[config.mk]
export PLATFORM = sky130hd
export DESIGN_NAME = weight_store_flat
export DESIGN_NICKNAME = d
export VERILOG_FILES = /design/src/rtl/weight_store_if.sv /design/src/rtl/weight_store.sv /design/src/flat_wrapper.sv
export SDC_FILE = /design/constraint.sdc
export NUM_CORES = 2
export LEC_CHECK = 0
export ABC_AREA = 1
export ABC_CLOCK_PERIOD_IN_PS = 26700
export BUFFER_PORTS_ARGS = -buffer_cell sky130_fd_sc_hd__buf_2
export CAP_MARGIN = 30
export CORE_MARGIN = 5
export CORE_UTILIZATION = 52
export CTS_CLUSTER_DIAMETER = 120
export DETAILED_ROUTE_END_ITERATION = 6
export GPL_ROUTABILITY_DRIVEN = 0
export PLACE_DENSITY = 0.72
export SYNTH_ARGS = -nofsm -noshare
export SYNTH_HDL_FRONTEND = slang
export SYNTH_SLANG_ARGS = --single-unit
[constraint.sdc]
create_clock -name Clk -period 26.7 [get_ports Clk]
set_input_delay 2.67 -clock Clk [delete_from_list [all_inputs] [get_ports Clk]]
set_output_delay 2.67 -clock Clk [all_outputs]
set_load 0.1 [all_outputs]
[src/rtl/weight_store_if.sv]
// Bus bundle for the synapse weight store: read port, random write,
// streaming bulk load and status.
interface weight_store_if #(
  parameter int DATA_W = 8,
  parameter int ADDR_W = 8
);
  logic              R_en;
  logic [ADDR_W-1:0] R_Addr;
  logic [DATA_W-1:0] R_Data;
  logic              R_valid;
  logic              W_en;
  logic [ADDR_W-1:0] W_Addr;
  logic [DATA_W-1:0] W_Data;
  logic              L_start;
  logic              L_valid;
  logic [DATA_W-1:0] L_Data;
  logic              L_ready;
  logic              L_done;
  logic              Busy;

  modport master (
    output R_en, R_Addr, W_en, W_Addr, W_Data,
    output L_start, L_valid, L_Data,
    input  R_Data, R_valid, L_ready, L_done, Busy
  );

  modport slave (
    input  R_en, R_Addr, W_en, W_Addr, W_Data,
    input  L_start, L_valid, L_Data,
    output R_Data, R_valid, L_ready, L_done, Busy
  );
endinterface

[src/rtl/weight_store.sv]
// Synapse weight memory: registered read, random write, bulk load
// with auto-incrementing pointer, optional sweep-clear after reset.
// Ports: Clk, Rst (sync, active-high), bus (weight_store_if.slave).
module weight_store #(
  parameter int DATA_W       = 8,
  parameter int DEPTH        = 256,
  parameter int ADDR_W       = 8,
  parameter bit CLEAR_ON_RST = 1'b1
) (
  input logic           Clk,
  input logic           Rst,
  weight_store_if.slave bus
);

  typedef enum logic [1:0] {
    CLEAR,
    IDLE,
    LOAD
  } state_t;

  localparam state_t RST_STATE =
    CLEAR_ON_RST ? CLEAR : IDLE;
  localparam logic [ADDR_W:0] DEPTH_C =
    (ADDR_W+1)'(DEPTH);
  localparam logic [ADDR_W-1:0] LAST =
    ADDR_W'(DEPTH - 1);

  logic [DATA_W-1:0] mem [DEPTH];

  state_t            state_q, state_d;
  logic [ADDR_W-1:0] clr_ptr_q, clr_ptr_d;
  logic [ADDR_W-1:0] ld_ptr_q, ld_ptr_d;
  logic [DATA_W-1:0] r_data_q, r_data_d;
  logic              r_valid_q, r_valid_d;
  logic              l_done_q, l_done_d;

  logic              we;
  logic [ADDR_W-1:0] waddr;
  logic [DATA_W-1:0] wdata;
  logic              rd_hit;
  logic              wr_hit;

  assign rd_hit = {1'b0, bus.R_Addr} < DEPTH_C;
  assign wr_hit = {1'b0, bus.W_Addr} < DEPTH_C;

  always_comb begin
    state_d   = state_q;
    clr_ptr_d = clr_ptr_q;
    ld_ptr_d  = ld_ptr_q;
    r_data_d  = r_data_q;
    r_valid_d = 1'b0;
    l_done_d  = 1'b0;
    we        = 1'b0;
    waddr     = '0;
    wdata     = '0;

    unique case (state_q)
      CLEAR: begin
        we    = 1'b1;
        waddr = clr_ptr_q;
        if (clr_ptr_q == LAST) begin
          state_d   = IDLE;
          clr_ptr_d = '0;
        end else begin
          clr_ptr_d = clr_ptr_q + 1'b1;
        end
      end
      IDLE: begin
        if (bus.L_start) begin
          state_d  = LOAD;
          ld_ptr_d = '0;
        end
        if (bus.W_en && wr_hit) begin
          we    = 1'b1;
          waddr = bus.W_Addr;
          wdata = bus.W_Data;
        end
      end
      LOAD: begin
        // A restart wins over a beat arriving in the same cycle.
        if (bus.L_start) begin
          ld_ptr_d = '0;
        end else if (bus.L_valid) begin
          we    = 1'b1;
          waddr = ld_ptr_q;
          wdata = bus.L_Data;
          if (ld_ptr_q == LAST) begin
            state_d  = IDLE;
            ld_ptr_d = '0;
            l_done_d = 1'b1;
          end else begin
            ld_ptr_d = ld_ptr_q + 1'b1;
          end
        end
      end
      default: state_d = IDLE;
    endcase

    // Read sees memory before this cycle's write (read-first).
    if (state_q != CLEAR && bus.R_en) begin
      r_valid_d = 1'b1;
      r_data_d  = rd_hit ? mem[bus.R_Addr] : '0;
    end
  end

  always_ff @(posedge Clk) begin
    if (Rst) begin
      state_q   <= RST_STATE;
      clr_ptr_q <= '0;
      ld_ptr_q  <= '0;
      r_data_q  <= '0;
      r_valid_q <= 1'b0;
      l_done_q  <= 1'b0;
    end else begin
      state_q   <= state_d;
      clr_ptr_q <= clr_ptr_d;
      ld_ptr_q  <= ld_ptr_d;
      r_data_q  <= r_data_d;
      r_valid_q <= r_valid_d;
      l_done_q  <= l_done_d;
    end
  end

  always_ff @(posedge Clk) begin
    if (we && !Rst) begin
      mem[waddr] <= wdata;
    end
  end

  assign bus.R_Data  = r_data_q;
  assign bus.R_valid = r_valid_q;
  assign bus.L_ready = (state_q == LOAD);
  assign bus.L_done  = l_done_q;
  assign bus.Busy    = (state_q == CLEAR);

endmodule

[src/flat_wrapper.sv]
// flat-port wrapper written by rule: the top's interface ports become plain ports
module weight_store_flat 
#(
  parameter int DATA_W       = 8,
  parameter int DEPTH        = 256,
  parameter int ADDR_W       = 8,
  parameter bit CLEAR_ON_RST = 1'b1
)
  (Clk, Rst, bus_R_en, bus_R_Addr, bus_W_en, bus_W_Addr, bus_W_Data, bus_L_start, bus_L_valid, bus_L_Data, bus_R_Data, bus_R_valid, bus_L_ready, bus_L_done, bus_Busy);
  weight_store_if #(.DATA_W(DATA_W), .ADDR_W(ADDR_W)) bus_i ();
  input logic Clk;
  input logic Rst;
  input wire logic [$bits(bus_i.R_en)-1:0] bus_R_en;
  input wire logic [$bits(bus_i.R_Addr)-1:0] bus_R_Addr;
  input wire logic [$bits(bus_i.W_en)-1:0] bus_W_en;
  input wire logic [$bits(bus_i.W_Addr)-1:0] bus_W_Addr;
  input wire logic [$bits(bus_i.W_Data)-1:0] bus_W_Data;
  input wire logic [$bits(bus_i.L_start)-1:0] bus_L_start;
  input wire logic [$bits(bus_i.L_valid)-1:0] bus_L_valid;
  input wire logic [$bits(bus_i.L_Data)-1:0] bus_L_Data;
  output wire logic [$bits(bus_i.R_Data)-1:0] bus_R_Data;
  output wire logic [$bits(bus_i.R_valid)-1:0] bus_R_valid;
  output wire logic [$bits(bus_i.L_ready)-1:0] bus_L_ready;
  output wire logic [$bits(bus_i.L_done)-1:0] bus_L_done;
  output wire logic [$bits(bus_i.Busy)-1:0] bus_Busy;
  assign bus_i.R_en = bus_R_en;
  assign bus_i.R_Addr = bus_R_Addr;
  assign bus_i.W_en = bus_W_en;
  assign bus_i.W_Addr = bus_W_Addr;
  assign bus_i.W_Data = bus_W_Data;
  assign bus_i.L_start = bus_L_start;
  assign bus_i.L_valid = bus_L_valid;
  assign bus_i.L_Data = bus_L_Data;
  assign bus_R_Data = bus_i.R_Data;
  assign bus_R_valid = bus_i.R_valid;
  assign bus_L_ready = bus_i.L_ready;
  assign bus_L_done = bus_i.L_done;
  assign bus_Busy = bus_i.Busy;
  weight_store #(.DATA_W(DATA_W), .DEPTH(DEPTH), .ADDR_W(ADDR_W), .CLEAR_ON_RST(CLEAR_ON_RST)) u_core (.Clk(Clk), .Rst(Rst), .bus(bus_i));
endmodule
# After elaboration in Yosys (flattened, before gate mapping)
# Memories as Yosys holds them, arrays and structs flattened. A register that Yosys moved wholly into a read port is not among the register bits.
# Index checks and enable logic that the tools add are counted.
# totals
regBits	20
mem_bits_rw	2048
in_bits	38
output_inout_bits	12
elab_cells	57
mem_count	1
# mem_list
name	depth	word_bits	read_ports	rd_ports_with_merged_regs	wr	line	rtl
u_core.mem	256	8	1	1	1	weight_store.sv:28	logic [DATA_W-1:0] mem [DEPTH];
# op_classes
add_sub_neg	2
eq_ne	10
muxes	28
bitwise	2
reduce_logical	9
# op_table
op	count
8-bit two-way mux	11
8-bit case mux with 2 select lines	2
8-bit case mux with 3 select lines	1
8-bit by 1-bit adder with 8-bit output, second input constant	2
8-bit equality test, second input constant	2
2-bit two-way mux	5
1-bit two-way mux	7
2-bit != test, second input constant	3
2-bit case mux with 3 select lines	1
5-bit AND reduction	1
2-bit by 1-bit != test with 1-bit output, second input constant	2
2-bit nonzero test	2
4-bit OR reduction	1
3-bit != test, second input constant	1
1-bit case mux with 3 select lines	1
3-bit AND reduction	1
2-bit by 1-bit equality test with 1-bit output, second input constant	1
2-bit equality test, second input constant	1
1-bit logical AND	2
2-bit zero test	1
1-bit inverter	2
1-bit zero test	1

# Depth between registers and ports, before layout
# logic_depth
ltp_word	6
mapped_depth	17
mapped_depth_nobuf	14

# Worst setup path after synthesis
# Ideal clock, no wire load.
# synth_timing
kind	input -> register
start	in bus_W_en
end	mem u_core.mem[0][0], data pin
setup_ns	1.576
arrival_time_ns	9.951
t_required_ns	25.124
slack_ns	15.173
stages	5
n_path_buf	1
cell_sequence	nand2_1 -> inv_2 -> buf_4 -> nand2_1 -> a21oi_1
# synth_via
elab_chain_cells	2
# synth_lines
item	line	rtl
from (decl)	flat_wrapper.sv:15	input wire logic [$bits(bus_i.W_en)-1:0] bus_W_en;
8-bit two-way mux	weight_store.sv:73	if (bus.W_en && wr_hit) begin
8-bit case mux with 2 select lines	weight_store.sv:57	unique case (state_q)
via u_core.wdata[0]	weight_store.sv:39	logic [DATA_W-1:0] wdata;
to (decl)	weight_store.sv:28	
# The timed path passes the listed nets, and every way through them passes these cells.

==> reports/results.ini <==
[status]
outcome=complete, but fails checks
violations=DRC

[synthesis]
synthArstFlopShare=0
yosys.area.top_type=edfxtp_1
synth_flop_cell=edfxtp_1
synth_most_common_cell=nand2_1
postSynthAreaPerCell_um2=11.7
ys_top_cells_by_area=edfxtp_1, nand3_1, nand2_1
synth_seq_cells=2076
synth_fp_nets=7281
yosysSeqAreaShare=0.732
netlist_instances=7237
synth_cell_types=40
synth_edf_count=2048
ys_warn_count=0
syn_area_um2=84700
synth_top_area_frac=0.726
synth_common_cells=nand2_1, edfxtp_1, nand3_1, buf_2, nor2_1

[floorplanning]
num_io_pins=50
design.core.area_um2=162000
die_area_um2=171000
rows=148
start_util=0.522
die_w_um=414
die_h_um=414

[cts]
ctsResizeCount=0
clock_sinks=2076
cts_hold_buf=0
cts_buffer_depth=3
cts_root_buffer=clkbuf_16
clock_latency_ps=840
clk_pin_slew_ps=60
cts_tree=yes
numCtsBuffers=204
htree_levels=4
cts_setup_buffers=0

[cells_and_area]
postLayoutCoreUtil=0.574
drive_gt1_frac=0.0632
num-fill-cells=12700
syn_to_final_growth_pct=9.96
fin_cells=9442
layout.nets=7137

[placed_design]
hpwl_um=125000
portBuffers=49
dp_cells=9054

[routing]
drcViolationCount=11
routedWlPerCell_um=24.2
drtAntennaViolNets=0
met3_length_um=25200
wl_met1_um=84700
first_iter_violations=8067
top_layer_used=met5
viasPerCell=6.01
totalWireLength_um=229000
firstDrtPassIters=7
dr_wl_met2_um=106000
vias=56700

[worst_setup_path]
end_kind=flip-flop
critPathLaunchType=input pin
cp_common_cell=nand3_1
cp.required_ps=27480
cpPeakStageDelay_ps=870
worstPathCellList=buf_8 > buf_4 > buf_4 > buf_4 > buf_4 > buf_4 > nand2_1 > nand3_1 > nand3_1 > nand3_1 > nand3_1 > nand3_1 > nand3_1 > nand2_1 > nand2_1 > nand3_1 > nand2_1 > inv_1
slowest_stage=buf_4
r2r_slack_ps=22630
crit_path_max_fanout=130
worstSetupPathType=in -> reg
critPathArrivalTime_ps=8540

[timing]
min_period_ps=7760
fin_crit_sh=0.291
fin_skew_ps=42.3
setup_viol=0
fin_tns_setup_ps=0
max_freq_mhz=129
maxSlewHeadroom=0.0833
timing.hold.ws_ps=484
worstMarginPinSlew_ps=1380
rsz0062_at_grt=false
finalHoldViolations=0
slew_violations=0

[global_routing]
grt-ovfl-total=0
grt_max_degree=229
grt_antenna_before_repair=10
grt_usage=0.264
grt_pass1_vias=54100
grt_pass1_wl_um=341000

[power_and_ir_drop]
p_leak_nw=31.7
p_total_w=0.00688
p_per_area_nw_per_um2=73.9
ir_drop_mv=0.0798

[run]
cap_violations=0

[min_path]
hold_class=reg -> reg

[power by group]
| part | leakage [nW] | switching (W) | total (W) | internal (W) |
|---|---|---|---|---|
| sequential | 16.7 | 0.0000128 | 0.00357 | 0.00356 |
| clock | 3.18 | 0.00121 | 0.00284 | 0.00163 |
| combinational | 11.8 | 0.000359 | 0.000469 | 0.000110 |
[per-layer routing]
metal / GRT usage / vias to the layer above
li1: - / 25300
met1: 0.353 / 27300
met2: 0.412 / 3485
met3: 0.0597 / 633
met4: 0.130 / 14
met5: 0 / -
[per-stage QoR]
stage / area [um2] / setup WS (ps)
6_report: 93200 / 18940
5_1_grt: 93200 / 18610
4_1_cts: 93000 / 19140
3_5_place_dp: 86400 / 18260
3_3_place_gp: 86300 / 18310
2_1_floorplan: 84700 / 15170
[flip-flops by register name, summed over array words and instances (netlist names)]
register and cells:
u_core.clr_ptr_q 8, u_core.mem 2048, u_core.ld_ptr_q 8, u_core.bus.L_done 1, u_core.bus.R_Data 8, u_core.bus.R_valid 1
u_core.state_q 2
[logic make-up (layout without fill, tap and decap cells)]
| kind of cell | after synthesis | count (layout) | synth area share |
|---|---|---|---|
| AOI/OAI and AO/OA | 45 | 45 | 0.00375 |
| xor gates and xnor gates | 4 | 4 | 0.000413 |
| buffers and inverters | 562 | 587 | 0.0301 |
| DFF | 2076 | 2076 | 0.732 |
| and+or+nand+nor | 4544 | 4544 | 0.233 |
| other | 0 | 5 | 0 |
| adders and majority gates | 6 | 6 | 0.000886 |
[final cells by class]
type	count	area, um2	area share
Timing Repair Buffer	138	1300	0.0140
Tap cell	2175	2720	0.0292
Clock buffer	273	5460	0.0586
Sequential cell	2076	62100	0.666
Clock inverter	102	1110	0.0119
Inverter	74	303	0.00325
Multi-Input combinational cell	4599	20200	0.217
Antenna cell	5	12.5	0.000134
[worst max-delay path, delay by kind of cell]
| family | cells | cell delay [ps] |
|---|---|---|
| buffers and inverters | 7 | 4350 |
| and+or+nand+nor | 11 | 1230 |
[final timing paths]
path,start,endpoint,cells past startpoint
max,bus_R_Addr[0],u_core.bus.R_Data[6]$_SDFFE_PP0P_,18
min,u_core.clr_ptr_q[6]$_SDFFE_PP0N_,u_core.clr_ptr_q[6]$_SDFFE_PP0N_,1
max reg2reg,u_core.state_q[0]$_SDFFE_PP0P_,u_core.mem[116][3]$_DFFE_PP_,11
min reg2reg,u_core.clr_ptr_q[6]$_SDFFE_PP0N_,u_core.clr_ptr_q[6]$_SDFFE_PP0N_,1
[placed cells by master, fill, tap and decap left out, types with 8 or more instances in the layout]
cell type and count:
nand2_1 2161, edfxtp_1 2048, nand3_1 2026, nor2_1 322
clkbuf_16 207, buf_4 67, inv_1 64, clkbuf_1 63
buf_2 45, clkinv_1 42, dfxtp_1 28, clkinv_2 25
bufinv_16 20, buf_12 14, nand2_2 13, o21ai_0 10
a21oi_1 9, buf_16 9, a21oi_4 8
Note: power is estimated with default switching activity, not from simulation.
